### config.mk
export PLATFORM = sky130hd
export DESIGN_NAME = freq_meter
export DESIGN_NICKNAME = d
export VERILOG_FILES = /design/src/rtl/freq_meter.sv
export SDC_FILE = /design/constraint.sdc
export NUM_CORES = 1
export LEC_CHECK = 0
export ABC_AREA = 0
export CAP_MARGIN = 20
export CORE_MARGIN = 5
export CORE_UTILIZATION = 45
export DETAILED_ROUTE_END_ITERATION = 8
export PLACE_DENSITY_LB_ADDON = 0.08
export SLEW_MARGIN = 30
export SYNTH_ARGS = -nofsm -noshare
export SYNTH_HDL_FRONTEND = slang
export SYNTH_SLANG_ARGS = --single-unit
### constraint.sdc
create_clock -name clock -period 3.4 [get_ports clock]
set_clock_uncertainty 0.1 [all_clocks]
set_input_delay 0.34 -clock clock [delete_from_list [all_inputs] [get_ports clock]]
set_output_delay 0.34 -clock clock [all_outputs]
set_load 0.005 [all_outputs]
### src/rtl/freq_meter.sv
// Gated frequency meter. Counts synchronized rising edges of sig_in over a fixed
// window of GATE_CYCLES reference clocks and publishes the count with a strobe.
module freq_meter #(
  parameter int GATE_CYCLES = 50000000,
  parameter int COUNT_W     = 32,
  parameter int SYNC_STAGES = 2
) (
  input  logic               clock,
  input  logic               reset,
  input  logic               sig_in,
  input  logic               start,
  input  logic               continuous,
  output logic               busy,
  output logic [COUNT_W-1:0] count_out,
  output logic               count_valid,
  output logic               overflow
);

  localparam int GATE_W = (GATE_CYCLES > 2) ? $clog2(GATE_CYCLES) : 1;
  localparam logic [GATE_W-1:0] GATE_LAST = GATE_W'(GATE_CYCLES - 1);

  localparam logic [0:0] ST_IDLE    = 1'b0;
  localparam logic [0:0] ST_MEASURE = 1'b1;

  logic [SYNC_STAGES-1:0] sync_reg;
  logic                   prev_reg;
  logic                   rise;

  logic [0:0]         state_reg;
  logic [GATE_W-1:0]  gate_reg;
  logic [COUNT_W-1:0] edge_reg;
  logic               sticky_reg;

  logic [COUNT_W-1:0] edge_next;
  logic               sticky_next;
  logic               edge_max;

  // The synchronizer and edge detector run in every state so the first
  // cycle of a window already sees a settled history.
  always_ff @(posedge clock) begin
    if (reset) begin
      sync_reg <= '0;
      prev_reg <= 1'b0;
    end else begin
      sync_reg <= {sync_reg[SYNC_STAGES-2:0], sig_in};
      prev_reg <= sync_reg[SYNC_STAGES-1];
    end
  end

  assign rise     = sync_reg[SYNC_STAGES-1] & ~prev_reg;
  assign edge_max = &edge_reg;

  always_comb begin
    edge_next   = edge_reg;
    sticky_next = sticky_reg;
    if (rise) begin
      if (edge_max) begin
        sticky_next = 1'b1;
      end else begin
        edge_next = edge_reg + COUNT_W'(1);
      end
    end
  end

  always_ff @(posedge clock) begin
    if (reset) begin
      state_reg   <= ST_IDLE;
      gate_reg    <= '0;
      edge_reg    <= '0;
      sticky_reg  <= 1'b0;
      count_out   <= '0;
      count_valid <= 1'b0;
      overflow    <= 1'b0;
    end else begin
      count_valid <= 1'b0;
      case (state_reg)
        ST_IDLE: begin
          if (start) begin
            state_reg  <= ST_MEASURE;
            gate_reg   <= '0;
            edge_reg   <= '0;
            sticky_reg <= 1'b0;
          end
        end
        ST_MEASURE: begin
          if (gate_reg == GATE_LAST) begin
            // A rise in the last gate cycle is folded into the published result.
            count_out   <= edge_next;
            overflow    <= sticky_next;
            count_valid <= 1'b1;
            gate_reg    <= '0;
            edge_reg    <= '0;
            sticky_reg  <= 1'b0;
            if (!continuous) begin
              state_reg <= ST_IDLE;
            end
          end else begin
            gate_reg   <= gate_reg + GATE_W'(1);
            edge_reg   <= edge_next;
            sticky_reg <= sticky_next;
          end
        end
        default: state_reg <= ST_IDLE;
      endcase
    end
  end

  assign busy = (state_reg == ST_MEASURE);

endmodule

After elaboration in Yosys (flattened, before gate mapping)
Cells that the tools add are included.
{ "classes": {"mux": 18, "n_addsub": 2, "eq_ne": 2, "bitwise": 3, "reduce_logical": 3} }
{ "ops": {"columns": ["op", "n"], "rows": [
  ["32-bit two-way mux", 4],
  ["32-bit case mux with 2 select lines", 1],
  ["26-bit two-way mux", 2],
  ["26-bit case mux with 2 select lines", 1],
  ["32-bit by 1-bit adder with 32-bit output (second input constant)", 1],
  ["32-bit AND reduction", 1],
  ["26-bit by 1-bit adder with 26-bit output (second input constant)", 1],
  ["26-bit == test (second input constant)", 1],
  ["1-bit two-way mux", 8],
  ["1-bit case mux with 2 select lines", 2],
  ["2-bit inequality test (second input constant)", 1],
  ["1-bit NOT", 2],
  ["2-bit AND reduction", 1],
  ["2-bit OR reduction", 1],
  ["1-bit AND", 1]
]} }
{ "word_totals": {"elab_cells": 37, "inputBits": 5, "reg_bits": 97} }

Depth between registers and ports, before layout
Gate-level depths: netlist (run 1).
{ "depth": {"depth_word": 5, "mapped_depth": 8, "ltp_nobuf": 7} }

Worst setup path after synthesis (run 1)
OpenSTA, ideal clock, no wires.
{ "synth_timing": {"kind": "register -> register", "start": "register gate_reg[0]", "end": "register edge_reg[29]", "setup_ns": 0.134, "path_stages_with_launch": 9, "synth_period_minus_slack_ns": 2.134, "t_arrival_ns": 1.900, "n_path_buf": 2, "path_slack_ns": 1.266, "path_cell_list": "dfxtp_1 > ha_1 > nand3_1 > or3_4 > o21a_1 > buf_2 > buf_2 > a21oi_1 > a31oi_1"} }
{ "synth_via": {"elab_chain_len": 3} }
{ "synth_lines": {"columns": ["element", "line_no", "text"], "rows": [
  ["start, declared", "30", "logic [GATE_W-1:0] gate_reg;"],
  ["start signal, assigned", "98", "gate_reg <= gate_reg + GATE_W'(1);"],
  ["26-bit == test", "86", "if (gate_reg == GATE_LAST) begin"],
  ["32-bit two-way mux", "86", null],
  ["32-bit case mux with 2 select lines", "76", "case (state_reg)"],
  ["end signal, assigned", "99", "edge_reg <= edge_next;"],
  ["end, declared", "31", "logic [COUNT_W-1:0] edge_reg;"]
]} }
Every way passes these cells.
A chain may end at the register's enable or synchronous reset.

Final worst setup path (run 1)
{ "layout_timing": {"start": "register gate_reg[0]", "end": "register count_out[3]"} }
{ "layout_via": {"elab_chain_len": 2} }
{ "layout_lines": {"columns": ["element", "line_no", "text"], "rows": [
  ["26-bit == test", "86", null],
  ["2-bit AND reduction (no source line)", null, null],
  ["end signal, assigned", "88", "count_out <= edge_next;"],
  ["end, declared", "14", "output logic [COUNT_W-1:0] count_out,"]
]} }
Every way passes these cells.

==> metrics.yaml, run 1 <==
routing:
  vias: 4399
  dr.pass1.iters: 4
  ant_nets: 0
  wire_per_inst_um: 16.2
  wl_um: 12000
  via_per_inst: 5.93
  drtIter0Drc: 282
  route.detailed.drc: 0
die:
  dieArea_sq_mm: 0.0133
  die_width_um: 115
  fp.dieH_um: 115
  rows: 38
  coreArea_sq_mm: 0.0108
  start_util_pct: 46.1
  boundaryPins: 40
final_layout:
  stdcell_count: 742
  drive_gt1_share_pct: 11.8
  utilization_pct: 52.0
  area_growth_pct: 12.9
  fin_nets: 604
  n_antenna_cell: 0
timing:
  drv_slew: 0
  fmax_ghz: 0.373
  setup_viol: 0
  final.setup.tns_ns: 0
  tightest_slew_ns: 0.791
  finalCritPeriodShare_pct: 78.8
  max-slew-margin-rel_pct: 47.2
  rsz0062_at_grt: "no"
  layout_min_cycle_time_ns: 2.68
  hold_violations: 0
clocking:
  cts_tree: "done"
  post_cts_buffers: 0
  clock_path_buffers: 2
  clock_latency_ns: 0.38
  cts_root_buffer: "clkbuf_8"
  cts_resized: 0
  cts_num_sinks: 97
  clkTransAtPathRegs_ns: 0.10
  cts_buffers: 9
  ctsHoldBuffers: 0
  cts_max_level: 3
critical_path:
  crit_buf_inv: 1
  crit_path_start_kind: "register"
  cp.required_ns: 3.58
  critPathSlowestCell: "or3_4"
  arrival_ns: 2.86
  max_stage_delay_ns: 0.46
  crit_type: "reg -> reg"
  r2r_slack_ns: 0.72
  path_cells: "ha_1 -> nand3_1 -> or3_4 -> nor3_4 -> buf_4 -> nor2_1 -> a211oi_1"
  crit_fanout: 28
  critPathTopFamily: "simple AND/OR/NAND/NOR gates"
  crit_path_end_kind: "register"
synthesis:
  yosys_warnings: 0
  ys_ff_latch: 97
  yosysTopAreaCell: "dfxtp_1"
  ys_seq_area_share_pct: 38.9
  synth_area_leaders: "dfxtp_1 39%, nor2_1 4.0%, a21oi_1 3.7%"
  synth_cell_type_count: 62
  synth_area_sq_mm: 0.00499
  syn_inst: 577
  synth.avg_cell_area_sq_um: 8.66
  synth_edf_count: 0
  netlist.area_leader.share_pct: 38.9
  synthFlopType: "dfxtp_1"
  async_flop_share_pct: 0
  syn_nets: 584
grt:
  antenna_found_initial: 0
  grt_max_degree: 51
  use_met2_pct: 29.5
  overflow: 0
  grt_pass1_wl_um: 20000
  use_met1_pct: 25.4
  grt_pass1_vias: 3999
  met3_usage_pct: 3.05
  busiest_layer: "met2"
  track_usage_pct: 18.8
placement:
  gp_congestion: 0.814
  io_buffer_count: 39
  dp_cells: 726
  place_hpwl_um: 8200
outcome:
  status: "finished clean"
power:
  power.density_mw_per_mm2: 351
  leakagePower_nw: 1.82
  peakVddDrop_mv: 0.189
  p_total_mw: 1.98
hold_path:
  hold_class: "in -> reg"
job:
  drv_cap: 0
==> stage by stage <==
stage | area, sq um | setup slack, ns | hold slack [ns]
after global routing | 5640 | 0.516 | 0.313
after CTS | 5640 | 0.732 | 0.288
after detailed placement | 5450 | 0.762 | 0.333
final | 5640 | 0.719 | 0.317
after floorplan | 4990 | 1.27 | 0.314
after global placement | 5450 | 0.890 | 0.330
==> cell usage in the layout (no fill, tap or decap), types with 6 or more instances in the layout <==
master | Yosys | layout
a211oi_1 | 23 | 23
a211oi_2 | 7 | 7
a21oi_1 | 37 | 37
a311oi_1 | 18 | 18
a31oi_1 | 25 | 25
a41oi_1 | 9 | 9
and3_1 | 16 | 16
and4_1 | 6 | 6
buf_4 | 4 | 11
clkbuf_8 | 0 | 12
clkdlybuf4s50_1 | 0 | 38
dfxtp_1 | 97 | 97
nand2_1 | 46 | 46
nand2b_1 | 11 | 11
nand3_1 | 26 | 26
nand4_1 | 10 | 10
nor2_1 | 53 | 53
nor3_1 | 13 | 13
o21ai_0 | 20 | 20
o21ai_1 | 7 | 7
o31ai_1 | 6 | 6
or3_1 | 6 | 6
xnor2_1 | 16 | 16
xor2_1 | 12 | 12
==> report_power, final <==
| group | leakage (nW) | internal, mW | switching (mW) |
|---|---|---|---|
| Clock | 0.0984 | 0.325 | 0.411 |
| Combinational | 0.944 | 0.0290 | 0.0734 |
| Sequential | 0.782 | 1.14 | 0.00287 |
==> worst register-to-register path, cell delays in order (launching register included) <==
cell	delay, ns
dfxtp_1	0.43
ha_1	0.23
nand3_1	0.19
or3_4	0.46
nor3_4	0.44
buf_4	0.39
nor2_1	0.08
a211oi_1	0.27
==> cells in the mapped netlist, drive strengths merged, types with 2 or more instances <==
master	count
a31oi	26
nor3	18
a21oi	38
clkbuf	21
nand2b	11
o211a	3
nor2b	5
nor3b	2
xnor2	16
nand2	48
nor4	5
a311oi	19
nor4bb	2
o21bai	3
and4	8
nand4	14
and3	17
inv	5
a41oi	9
o21ai	28
o31ai	6
nor2	58
nand4b	2
a211oi	30
xor2	12
or3	9
ha	2
dfxtp	97
buf	20
nand3	28
and2	5
==> area by class of cell <==
class | instances | area [sq um]
clock inverter | 4 | 26.3
sequential | 97 | 1940
clock buffer | 12 | 165
multi-input combinational | 434 | 2850
tap | 140 | 175
fill | 1043 | 5200
inverter | 5 | 18.8
timing repair buffer | 50 | 468
==> final timing paths <==
kind | startpoint | end | cells past startpoint
hold / removal | reset | gate_reg[13]$_SDFFE_PP0P_ | 2
hold reg to reg | sync_reg[0]$_SDFF_PP0_ | sync_reg[1]$_SDFF_PP0_ | 1
setup / recovery | gate_reg[0]$_SDFFE_PP0P_ | count_out[3]$_SDFFE_PP0P_ | 7
setup reg to reg | gate_reg[0]$_SDFFE_PP0P_ | count_out[3]$_SDFFE_PP0P_ | 7
==> logic make-up (layout without fill, tap and decap cells) <==
group	Yosys count	after routing	share of synthesized area [%]
and+or+nand+nor	236	236	28.0
AOI/OAI and AO/OA	168	168	23.5
DFF	97	97	38.9
buffers and inverters	46	71	4.28
xor gates and xnor gates	28	28	4.91
adders and majority gates	2	2	0.501
==> metal layers <==
layer  up-vias  part of all wire, %
met5         -                    0
met4         0                  2.4
met3        16                  3.8
met2        88                   46
met1      2097                   48
li1       2198                    -
Note: power is estimated with default switching activity, not from simulation.
==> run 2, diff against run 1 <==
==> constraint.sdc (replaced) <==
create_clock -name clock -period 2.5 [get_ports clock]
set_clock_uncertainty 0.1 [all_clocks]
set_input_delay 0.25 -clock clock [delete_from_list [all_inputs] [get_ports clock]]
set_output_delay 0.25 -clock clock [all_outputs]
set_load 0.005 [all_outputs]
==> metrics.yaml, run 2 (synthesis results as in run 1) <==
clocking:
  cts_num_sinks: 97
  clkTransAtPathRegs_ns: 0.10
  cts_buffers: 9
  cts_max_level: 3
  clock_latency_ns: 0.37
  cts_root_buffer: "clkbuf_8"
  ctsHoldBuffers: 0
  clock_path_buffers: 2
  cts_tree: "done"
die:
  coreArea_sq_mm: 0.0108
  start_util_pct: 46.1
  die_width_um: 115
  fp.dieH_um: 115
  rows: 38
  boundaryPins: 40
  dieArea_sq_mm: 0.0133
outcome:
  status: "finished clean"
final_layout:
  area_growth_pct: 16.2
  fin_nets: 621
  n_antenna_cell: 0
  utilization_pct: 53.6
  drive_gt1_share_pct: 14.1
  final_common_cell: "dfxtp_1"
  finalInstanceArea_sq_mm: 0.00581
  final_cell_mix: "97 x dfxtp_1, 53 x nor2_1, 46 x nand2_1, 38 x clkdlybuf4s50_1, 37 x a21oi_1"
  fill_cells: 1053
critical_path:
  critPathTopFamily: "simple AND/OR/NAND/NOR gates"
  critPathSlowestCell: "or4_4"
  crit_path_end_kind: "register"
  path_cells: "ha_1 -> nand3_1 -> buf_4 -> or4_4 -> nor2_4 -> a41oi_1 -> a311oi_1"
  arrival_ns: 2.54
  crit_fanout: 9
  cp.required_ns: 2.69
  crit_path_start_kind: "register"
  max_stage_delay_ns: 0.57
  crit_type: "reg -> reg"
  crit_buf_inv: 1
routing:
  via_per_inst: 5.80
  wire_per_inst_um: 15.7
  ant_nets: 0
  dr.pass1.iters: 5
  wl_um: 11900
  vias: 4395
  drtIter0Drc: 242
  route.detailed.drc: 0
grt:
  overflow: 0
  grt_pass1_vias: 4186
  grt_max_degree: 55
  antenna_found_initial: 0
  track_usage_pct: 19.0
  grt_pass1_wl_um: 20500
timing:
  drv_slew: 0
  layout_min_cycle_time_ns: 2.36
  max-slew-margin-rel_pct: 49.6
  tightest_slew_ns: 0.755
  hold_violations: 0
  finalCritPeriodShare_pct: 94.2
  fmax_ghz: 0.425
  setup_viol: 0
power:
  leakagePower_nw: 1.92
  power.density_mw_per_mm2: 474
  peakVddDrop_mv: 0.242
hold_path:
  hold_class: "in -> reg"
placement:
  dpl_cell_area_sq_mm: 0.00558
  place_hpwl_um: 8390
  gp_congestion: 0.889
  io_buffer_count: 39
job:
  drv_cap: 0
==> run 2: cell types whose count changed in the layout (fill, tap and decap cells not counted), sizes merged <==
cell | before | now
buf | 12 | 29
bufinv | 0 | 1
clkinv | 3 | 2
clkinvlp | 1 | 0
==> run 2: power by group <==
part	switching [mW]	internal, mW
Clock	0.543	0.510
Sequential	0.00325	1.55
Combinational	0.101	0.0463
==> run 2: per-stage QoR <==
step                power [mW]  hold WS (ns)  TNS (ns)  std cells  worst slack, ns
floorplan                 1.68         0.278         0        577            0.366
global placement          1.73         0.320         0        741           0.0606
detailed placement        1.74         0.339         0        741            0.164
CTS                       2.78         0.291         0        756            0.130
global route              2.87         0.312   -0.0144        758         -0.00823
finish                    2.75         0.298         0        758            0.145
==> run 2: worst paths after layout <==
| check | cells past startpoint | slack, ns | to | start |
|---|---|---|---|---|
| worst max-delay path | 7 | 0.14 | gate_reg[20]$_SDFFE_PP0P_ | gate_reg[1]$_SDFFE_PP0P_ |
| worst min-delay path | 3 | 0.30 | sync_reg[1]$_SDFF_PP0_ | reset |
| worst max register to register | 7 | 0.14 | gate_reg[20]$_SDFFE_PP0P_ | gate_reg[1]$_SDFFE_PP0P_ |
| worst min register to register | 1 | 0.35 | sync_reg[1]$_SDFF_PP0_ | sync_reg[0]$_SDFF_PP0_ |
==> run 2: timing repair <==
| action | 4_1_cts | 5_1_grt |
|---|---|---|
| setup buffers | 0 | 2 |
| setup endpoints to repair | 0 | 20 |
| resized for setup | 0 | 3 |
==> run 2: area by class of cell <==
type                    count  area, sq um  area share (%)
inverters                   5         18.8           0.323
clock inverters             3         40.0           0.690
well taps                 140          175            3.02
repair buffers             67          608            10.5
multi-input cells         434         2870            49.4
flip-flops and latches     97         1940            33.4
clock buffers              12          155            2.67
==> run 2: tightest hold or removal path, delay by kind of cell <==
kind | cells | cell delay [ns]
and+or+nand+nor | 1 | 0.13
buffers and inverters | 2 | 0.35
==> run 2: layer usage <==
layer	up-vias	wire, um	global-route usage [%]
met1	2085	5830	26.3
met2	68	5520	29.5
met5	-	0	0
met4	0	212	8.14
met3	16	351	2.89
li1	2226	-	-
==> run 3, diff against run 2 <==
--- a/config.mk
+++ b/config.mk
@@ -11,6 +11,7 @@
 export CORE_UTILIZATION = 45
 export DETAILED_ROUTE_END_ITERATION = 8
 export PLACE_DENSITY_LB_ADDON = 0.08
+export REMOVE_ABC_BUFFERS = 1
 export SLEW_MARGIN = 30
 export SYNTH_ARGS = -nofsm -noshare
 export SYNTH_HDL_FRONTEND = slang
==> metrics.yaml, run 3 (synthesis results as in run 1) <==
critical_path:
  crit-reg2reg-capture: "gate_reg[11]$_SDFFE_PP0P_"
  cp.required_ns: 2.63
  crit_fanout: 30
  cp-startpoint: "gate_reg[0]$_SDFFE_PP0P_"
  reg2reg_depth: 8
  reg2reg_from: "gate_reg[0]$_SDFFE_PP0P_"
  arrival_ns: 2.46
  r2r_slack_ns: 0.17
  crit_path_end_kind: "register"
  crit_path_start_kind: "register"
  crit_type: "reg -> reg"
final_layout:
  finalInstanceArea_sq_mm: 0.00588
  drive_gt1_share_pct: 14.1
  final_common_cell: "dfxtp_1"
  fin_nets: 621
  stdcell_count: 759
  final_cell_mix: "97 x dfxtp_1, 53 x nor2_1, 46 x nand2_1, 38 x clkdlybuf4s50_1, 37 x a21oi_1"
  n_antenna_cell: 0
  area_growth_pct: 17.6
  fill_cells: 1022
hold_path:
  holdPathEnd: "sticky_reg$_SDFFE_PP0P_"
  holdCritStartpoint: "reset"
  hold_depth: 3
  hold_class: "in -> reg"
power:
  leakagePower_nw: 1.95
  peakVddDrop_mv: 0.313
  power_frac_comb_pct: 4.9
  p_seq_share_pct: 52.8
  p_sw_share_pct: 22.4
  power.density_mw_per_mm2: 502
  p_sw_mw: 0.661
  intPower_mw: 2.29
  pwr-share-clk_pct: 42.3
placement:
  io_buffer_count: 39
  place_hpwl_um: 8330
  gp_congestion: 0.818
  dp_cells: 741
  dpl_cell_area_sq_mm: 0.00560
clocking:
  cts_buffers: 9
  cts_num_sinks: 97
  clock_latency_ns: 0.37
  cts_tree: "done"
  cts_max_level: 3
  clock_path_buffers: 2
  clkTransAtPathRegs_ns: 0.09
  cts_root_buffer: "clkbuf_8"
  cts_resized: 0
die:
  start_util_pct: 46.1
  fp.dieH_um: 115
  die_width_um: 115
  dieArea_sq_mm: 0.0133
  boundaryPins: 40
  rows: 38
  coreArea_sq_mm: 0.0108
timing:
  hold_slack_ns: 0.202
  setup_viol: 0
  tightest_slew_ns: 0.887
  fmax_ghz: 0.430
  finalCritPeriodShare_pct: 93.0
  max-slew-margin-rel_pct: 40.9
  hold_violations: 0
  layout_min_cycle_time_ns: 2.33
  rsz0062_at_grt: "no"
  drv_slew: 0
routing:
  wl_um: 12300
  vias: 4422
  dr.pass1.iters: 5
  drtIter0Drc: 295
  route.detailed.drc: 0
  ant_nets: 0
  wire_per_inst_um: 16.2
  via_per_inst: 5.83
grt:
  grt_pass1_wl_um: 20100
  overflow: 0
  grt_pass1_vias: 4120
  grt_max_degree: 53
  track_usage_pct: 18.8
  antenna_found_initial: 0
outcome:
  status: "finished clean"
job:
  drv_cap: 0
## run 3: worst max path at each step
stage / endpoint / cells after the start / slack (ns)
floorplan: count_out[29]$_SDFFE_PP0P_ / 6 / -1.30
global placement: gate_reg[18]$_SDFFE_PP0P_ / 8 / 0.26
detailed placement: gate_reg[11]$_SDFFE_PP0P_ / 8 / 0.21
CTS: gate_reg[11]$_SDFFE_PP0P_ / 8 / 0.18
global route: count_out[16]$_SDFFE_PP0P_ / 7 / 0.0009
finish: gate_reg[11]$_SDFFE_PP0P_ / 8 / 0.17
## run 3: repair_timing
| action | CTS | global route |
|---|---|---|
| buffers inserted | 0 | 1 |
| hold buffers | 0 | 0 |
| setup endpoints to repair | 0 | 1 |
## run 3: worst max-delay path, stage by stage, from the launching register on
cell	delay, ns
dfxtp_1	0.42
ha_1	0.22
nand3_1	0.21
or3_4	0.47
nor2_1	0.18
nor2_2	0.12
buf_12	0.18
a41oi_1	0.20
a311oi_1	0.07
## run 3: area by class of cell
type	instances	area, sq um	area share (%)
Inverter	5	18.8	0.319
Clock inverter	5	103	1.75
Tap cell	140	175	2.98
Multi-Input combinational cell	434	2850	48.4
Timing Repair Buffer	67	651	11.1
Clock buffer	11	141	2.41
Sequential cell	97	1940	33.0
## run 3: power by group through the flow
| stage | Sequential [mW] | Clock (mW) | Combinational, mW |
|---|---|---|---|
| 6_report | 1.56 | 1.25 | 0.144 |
| 5_1_grt | 1.56 | 1.36 | 0.159 |
| 4_1_cts | 1.56 | 1.28 | 0.145 |
| 3_5_place_dp | 1.59 | 0 | 0.144 |
| 3_3_place_gp | 1.59 | 0 | 0.142 |
| 2_1_floorplan | 1.59 | 0 | 0.0686 |
## run 3: metrics by stage
step                setup WS (ns)  power (mW)  util [%]  TNS (ns)
global placement            0.257        1.73      51.7         0
detailed placement          0.206        1.74      51.7         0
finish                      0.175        2.95      54.2         0
floorplan                   -1.30        1.66         -    -38.66
global route             0.000930        3.08      54.2         0
CTS                         0.183        2.98      53.9         0
## run 3: layer usage
metal | GRT usage, % | up-vias | wire (um)
met5 | 0 | - | 0
met4 | 8.14 | 0 | 143
met3 | 3.21 | 11 | 498
met2 | 30.0 | 86 | 5730
met1 | 25.0 | 2101 | 5910
li1 | - | 2224 | -
